<file path="src/rtl/vga_sync_if.sv">
// VGA timing bundle: pixel enable, coordinates, blanking qualifier and syncs.
// The timing generator drives it (master); pixel/overlay stages consume it (slave).
interface vga_sync_if;
   logic       p_tick;
   logic [9:0] x;
   logic [9:0] y;
   logic       video_on;
   logic       hsync;
   logic       vsync;
   logic       frame_start;

   modport master (
      output p_tick, x, y, video_on, hsync, vsync, frame_start
   );

   modport slave (
      input  p_tick, x, y, video_on, hsync, vsync, frame_start
   );
endinterface

</file>
<file path="src/rtl/vga_sync.sv">
// 640x480@60 VGA timing generator running off the board clock.
// A DIV-clock divider produces the pixel enable; x/y advance on that enable,
// and the sync/blank outputs are registered one clock behind the counters.
module vga_sync #(
   parameter int DIV    = 4,
   parameter int H_VIS  = 640,
   parameter int H_FP   = 16,
   parameter int H_SYNC = 96,
   parameter int H_BP   = 48,
   parameter int V_VIS  = 480,
   parameter int V_FP   = 10,
   parameter int V_SYNC = 2,
   parameter int V_BP   = 33
) (
   input  logic       clk,
   input  logic       rst,
   vga_sync_if.master vga
);

   localparam int H_TOT = H_VIS + H_FP + H_SYNC + H_BP;
   localparam int V_TOT = V_VIS + V_FP + V_SYNC + V_BP;
   // Keep the divider at least one bit wide so DIV=1 still elaborates.
   localparam int TW    = (DIV > 1) ? $clog2(DIV) : 1;

   localparam logic [TW-1:0] T_LAST  = TW'(DIV - 1);
   localparam logic [9:0]    H_LAST  = 10'(H_TOT - 1);
   localparam logic [9:0]    V_LAST  = 10'(V_TOT - 1);
   localparam logic [9:0]    H_VISW  = 10'(H_VIS);
   localparam logic [9:0]    V_VISW  = 10'(V_VIS);
   localparam logic [9:0]    HS_BEG  = 10'(H_VIS + H_FP);
   localparam logic [9:0]    HS_END  = 10'(H_VIS + H_FP + H_SYNC);
   localparam logic [9:0]    VS_BEG  = 10'(V_VIS + V_FP);
   localparam logic [9:0]    VS_END  = 10'(V_VIS + V_FP + V_SYNC);

   logic [TW-1:0] tcnt_q, tcnt_d;
   logic [9:0]    x_q, x_d;
   logic [9:0]    y_q, y_d;
   logic          p_tick_q, p_tick_d;
   logic          frame_start_q, frame_start_d;
   logic          hsync_q, hsync_d;
   logic          vsync_q, vsync_d;
   logic          video_on_q, video_on_d;

   // Next-state: divider, raster counters, and sync/blank decode of current x/y.
   always_comb begin
      tcnt_d = (tcnt_q == T_LAST) ? '0 : tcnt_q + 1'b1;
      // Registered from the next divider value so p_tick is high exactly
      // while tcnt sits at its last count.
      p_tick_d = (tcnt_d == T_LAST);

      x_d = x_q;
      y_d = y_q;
      if (p_tick_q) begin
         if (x_q == H_LAST) begin
            x_d = '0;
            y_d = (y_q == V_LAST) ? '0 : y_q + 10'd1;
         end else begin
            x_d = x_q + 10'd1;
         end
      end

      // Flags the pixel-enable cycle whose closing edge wraps both counters.
      frame_start_d = p_tick_d && (x_d == H_LAST) && (y_d == V_LAST);

      hsync_d    = !((x_q >= HS_BEG) && (x_q < HS_END));
      vsync_d    = !((y_q >= VS_BEG) && (y_q < VS_END));
      video_on_d = (x_q < H_VISW) && (y_q < V_VISW);
   end

   // State and output registers; reset forces syncs inactive and blanks video.
   always_ff @(posedge clk or posedge rst) begin
      if (rst) begin
         tcnt_q        <= '0;
         x_q           <= '0;
         y_q           <= '0;
         p_tick_q      <= 1'b0;
         frame_start_q <= 1'b0;
         hsync_q       <= 1'b1;
         vsync_q       <= 1'b1;
         video_on_q    <= 1'b0;
      end else begin
         tcnt_q        <= tcnt_d;
         x_q           <= x_d;
         y_q           <= y_d;
         p_tick_q      <= p_tick_d;
         frame_start_q <= frame_start_d;
         hsync_q       <= hsync_d;
         vsync_q       <= vsync_d;
         video_on_q    <= video_on_d;
      end
   end

   assign vga.p_tick      = p_tick_q;
   assign vga.x           = x_q;
   assign vga.y           = y_q;
   assign vga.video_on    = video_on_q;
   assign vga.hsync       = hsync_q;
   assign vga.vsync       = vsync_q;
   assign vga.frame_start = frame_start_q;

endmodule

</file>
<file path="src/flat_wrapper.sv">
// flat-port wrapper written by rule: the top's interface ports become plain ports
module vga_sync_flat 
#(
   parameter int DIV    = 4,
   parameter int H_VIS  = 640,
   parameter int H_FP   = 16,
   parameter int H_SYNC = 96,
   parameter int H_BP   = 48,
   parameter int V_VIS  = 480,
   parameter int V_FP   = 10,
   parameter int V_SYNC = 2,
   parameter int V_BP   = 33
)
  (clk, rst, vga_p_tick, vga_x, vga_y, vga_video_on, vga_hsync, vga_vsync, vga_frame_start);
  vga_sync_if vga_i ();
  input  logic clk;
  input  logic rst;
  output wire logic [$bits(vga_i.p_tick)-1:0] vga_p_tick;
  output wire logic [$bits(vga_i.x)-1:0] vga_x;
  output wire logic [$bits(vga_i.y)-1:0] vga_y;
  output wire logic [$bits(vga_i.video_on)-1:0] vga_video_on;
  output wire logic [$bits(vga_i.hsync)-1:0] vga_hsync;
  output wire logic [$bits(vga_i.vsync)-1:0] vga_vsync;
  output wire logic [$bits(vga_i.frame_start)-1:0] vga_frame_start;
  assign vga_p_tick = vga_i.p_tick;
  assign vga_x = vga_i.x;
  assign vga_y = vga_i.y;
  assign vga_video_on = vga_i.video_on;
  assign vga_hsync = vga_i.hsync;
  assign vga_vsync = vga_i.vsync;
  assign vga_frame_start = vga_i.frame_start;
  vga_sync #(.DIV(DIV), .H_VIS(H_VIS), .H_FP(H_FP), .H_SYNC(H_SYNC), .H_BP(H_BP), .V_VIS(V_VIS), .V_FP(V_FP), .V_SYNC(V_SYNC), .V_BP(V_BP)) u_core (.clk(clk), .rst(rst), .vga(vga_i));
endmodule
</file>
<file path="config.mk">
export PLATFORM = sky130hd
export DESIGN_NAME = vga_sync_flat
export DESIGN_NICKNAME = d
export VERILOG_FILES = /design/src/rtl/vga_sync_if.sv /design/src/rtl/vga_sync.sv /design/src/flat_wrapper.sv
export SDC_FILE = /design/constraint.sdc
export NUM_CORES = 1
export LEC_CHECK = 0
export CAP_MARGIN = 20
export CORE_ASPECT_RATIO = 1.1
export CORE_MARGIN = 2
export CORE_UTILIZATION = 30
export DETAILED_ROUTE_END_ITERATION = 7
export HOLD_SLACK_MARGIN = 0.15
export PLACE_DENSITY = 0.59
export SLEW_MARGIN = 20
export SYNTH_ARGS = -nofsm -noshare
export SYNTH_HDL_FRONTEND = slang
export SYNTH_SLANG_ARGS = --single-unit
export TNS_END_PERCENT = 20
</file>
<file path="constraint.sdc">
create_clock -name clk -period 1.93 [get_ports clk]
set_clock_uncertainty 0.05 [all_clocks]
set_input_delay 0.4825 -clock clk [delete_from_list [all_inputs] [get_ports clk]]
set_output_delay 0.4825 -clock clk [all_outputs]
set_load 0.01 [all_outputs]
</file>
==> flow_summary.toml <==
[yosys]
syn_inst = 157
ys_seq_elements = 27
async_flop_share_pct = 100
synth_edf_count = 0
synth_warnings = 0
synthTopCellsByArea = "dfrtp_1 (39%), xnor2_1 (4.9%), ha_1 (4.7%), dfstp_2 (3.3%), nor2_1 (2.8%)"
syn_area_um2 = 1600
synth_top_area_share_pct = 39.1
synthMuxAreaShare_pct = 2.03
synth_fa_ha_area_share_pct = 4.69
yosys.area.top_type = "dfrtp_1"
ys_seq_area_share_pct = 42.4
ys_types = 49
synth_nets = 165
synth-compound-area-share_pct = 8.92
synth_top_family_by_area = "simple AND/OR/NAND/NOR gates"
synthFlopType = "dfrtp_1"
syn_area_per_cell_um2 = 10.2
synth-simple-area-share_pct = 29.0
synthXorXnorAreaFrac_pct = 7.12

[worst_setup_path]
required_ps = 2060
crit_type = "flop to flop"
cp_slowest_cell = "dfrtp_1"
critPathArrivalTime_ps = 2070
path_cells = "buf_4 -> ha_2 -> nor4bb_2 -> nand4_1 -> o21ai_1 -> o2111ai_1 -> nor4_2"
worstSetupEndpointType = "flop"
cp-start-kind = "flop"
crit_family = "simple AND/OR/NAND/NOR gates"
slowest_delay_ps = 440
critPathMaxFanout = 5
path_buf_inv = 1

[power_and_ir_drop]
power.leakage_nw = 0.977
powerDensity_nw_per_um2 = 418
power_w = 0.000904
ir_worst_vdd_mv = 0.202

[outcome]
violations = "negative setup slack"
status = "complete, but fails checks"

[grt]
grt_pass1_vias = 1364
grt_pass1_wl_um = 6440
grt_usage_pct = 13.9
grt_max_degree = 28
antenna_found_initial = 0
grt_overflow_total = 0

[clock_network]
cts_buffer_depth = 2
clock-root-buffer = "clkbuf_8"
hold_buffers = 0
cts_tree = "done"
htree_levels = 1
cts.sink_count = 27
clk_pin_slew_ps = 90
clk_latency_ps = 270
cts-buffers-inserted = 3

[timing]
min_period_over_period_pct = 100
finalHoldViolations = 0
finalWorstPathRequiredPeriod_ps = 1940
fin_setup_tns_ps = -8.07
maxSlewViolCount = 0
fin_ws_ps = -8.07
worst_pin_slew_ps = 344
final-setup-viol-count = 1
slew_headroom_pct = 76.8
grt_setup_unrepaired = "yes"
max_freq_mhz = 516
timing.hold.ws_ps = 417

[cells_and_area]
nNetsFinal = 216
final_common_cell = "buf_4"
utilization_pct = 42.7
area_growth_pct = 35.4
final_cell_mix = "buf_4 (29), clkdlybuf4s50_1 (22), dfrtp_1 (21), nor2_1 (12), nand2_1 (11)"
drive_gt1_share_pct = 24.6
antenna_cells = 0
fillers = 516

[placement]
post-place-ws_ps = -21.2
portBuffers = 26
gp_congestion = 0.849
dp_hpwl_um = 2900

[detailed_routing]
first_pass_iters = 4
drc = 0
wl_per_cell_um = 14.4
via_per_inst = 5.16
drtAntennaViolNets = 0
via_count = 1368
routed_wl_um = 3820
drtIter0Drc = 68

[floorplan]
start_util_pct = 31.6
ios = 27
core_um2 = 5070
die-height_um = 80.6
rows = 27
die-area_um2 = 5930
die_w_um = 73.6

[run]
max_cap_viol_count = 0

[worst_hold_path]
hp-class = "flop to flop"
-- state kept, by name (all words and copies together), names as in the netlist --
| register | cells |
|---|---|
| u_core.vga.video_on | 1 |
| u_core.vga.y | 10 |
| u_core.vga.hsync | 1 |
| u_core.vga.p_tick | 1 |
| u_core.vga.vsync | 1 |
| u_core.vga.frame_start | 1 |
| u_core.tcnt_q | 2 |
| u_core.vga.x | 10 |
-- worst paths after layout --
path / start / endpoint / slack (ps) / cells after the start
max in group asynchronous: rst / u_core.vga.vsync / 1020 / 3
worst min-delay path: u_core.tcnt_q[0] / u_core.tcnt_q[0] / 420 / 1
worst max register to register: u_core.vga.y[1] / u_core.vga.frame_start / -8 / 7
min in group asynchronous: rst / u_core.tcnt_q[1] / 510 / 3
worst max-delay path: u_core.vga.y[1] / u_core.vga.frame_start / -8 / 7
worst min register to register: u_core.tcnt_q[0] / u_core.tcnt_q[0] / 420 / 1
-- synth_stat cells (3+ instances only) --
master,number
inv_1,8
dfrtp_1,25
xnor2_1,9
nand3_1,7
buf_6,3
nor3_1,4
nor4bb_1,3
nand2_1,11
ha_1,6
xor2_1,4
nand4_1,6
buf_2,3
nand4bb_1,3
and3_1,4
nor2_1,12
and4_1,5
-- report_power, final --
part / total, W / switching [W] / internal, W
Sequential: 0.000565 / 0 / 0.000565
Combinational: 0.0000144 / 0.0000112 / 0.00000324
Clock: 0.000324 / 0.000176 / 0.000148
Total: 0.000904 / 0.000187 / 0.000717
-- cell type report --
cell class | count | area, um^2 | area share [%]
inverter | 8 | 30.0 | 1.39
multi-input combinational | 113 | 850 | 39.2
clock buffer | 4 | 45.0 | 2.08
sequential | 27 | 683 | 31.6
timing repair buffer | 55 | 484 | 22.4
tap | 58 | 72.6 | 3.35
-- stage by stage --
stage	area (um^2)	std cells
after detailed placement	2070	259
after global placement	2070	259
final	2160	265
after CTS	2120	263
after global routing	2160	265
after floorplan	1600	157
-- worst reg2reg max path, cell delays in order, from the launching register on --
cell       delay, ps
dfrtp_1          440
buf_4            160
ha_2             200
nor4bb_2         320
nand4_1          130
o21ai_1          140
o2111ai_1        150
nor4_2           270
-- kinds of logic (layout without fill, tap and decap cells) --
family | count (synthesis) | count (layout)
XOR/XNOR | 13 | 13
AND/OR/NAND/NOR | 72 | 72
multiplexers | 3 | 3
flip-flops | 27 | 27
AO/OA/AOI/OAI | 19 | 19
adder cells (fa/ha/maj) | 6 | 6
buffers and inverters | 17 | 67
-- metal layers --
| layer | global-route usage (%) | routed length, um | up-vias |
|---|---|---|---|
| li1 | - | - | 669 |
| met1 | 19.5 | 1760 | 653 |
| met2 | 22.6 | 1850 | 40 |
| met3 | 1.51 | 171 | 6 |
| met4 | 3.82 | 40 | 0 |
| met5 | 0 | 0 | - |
-- timing repair --
item	CTS	global route
endpoints found under the setup margin	5	4
gates cloned	0	0
setup buffers	0	2
gates resized for setup	5	10
pin swaps	0	1
Power figures use the tool's default switching activity.
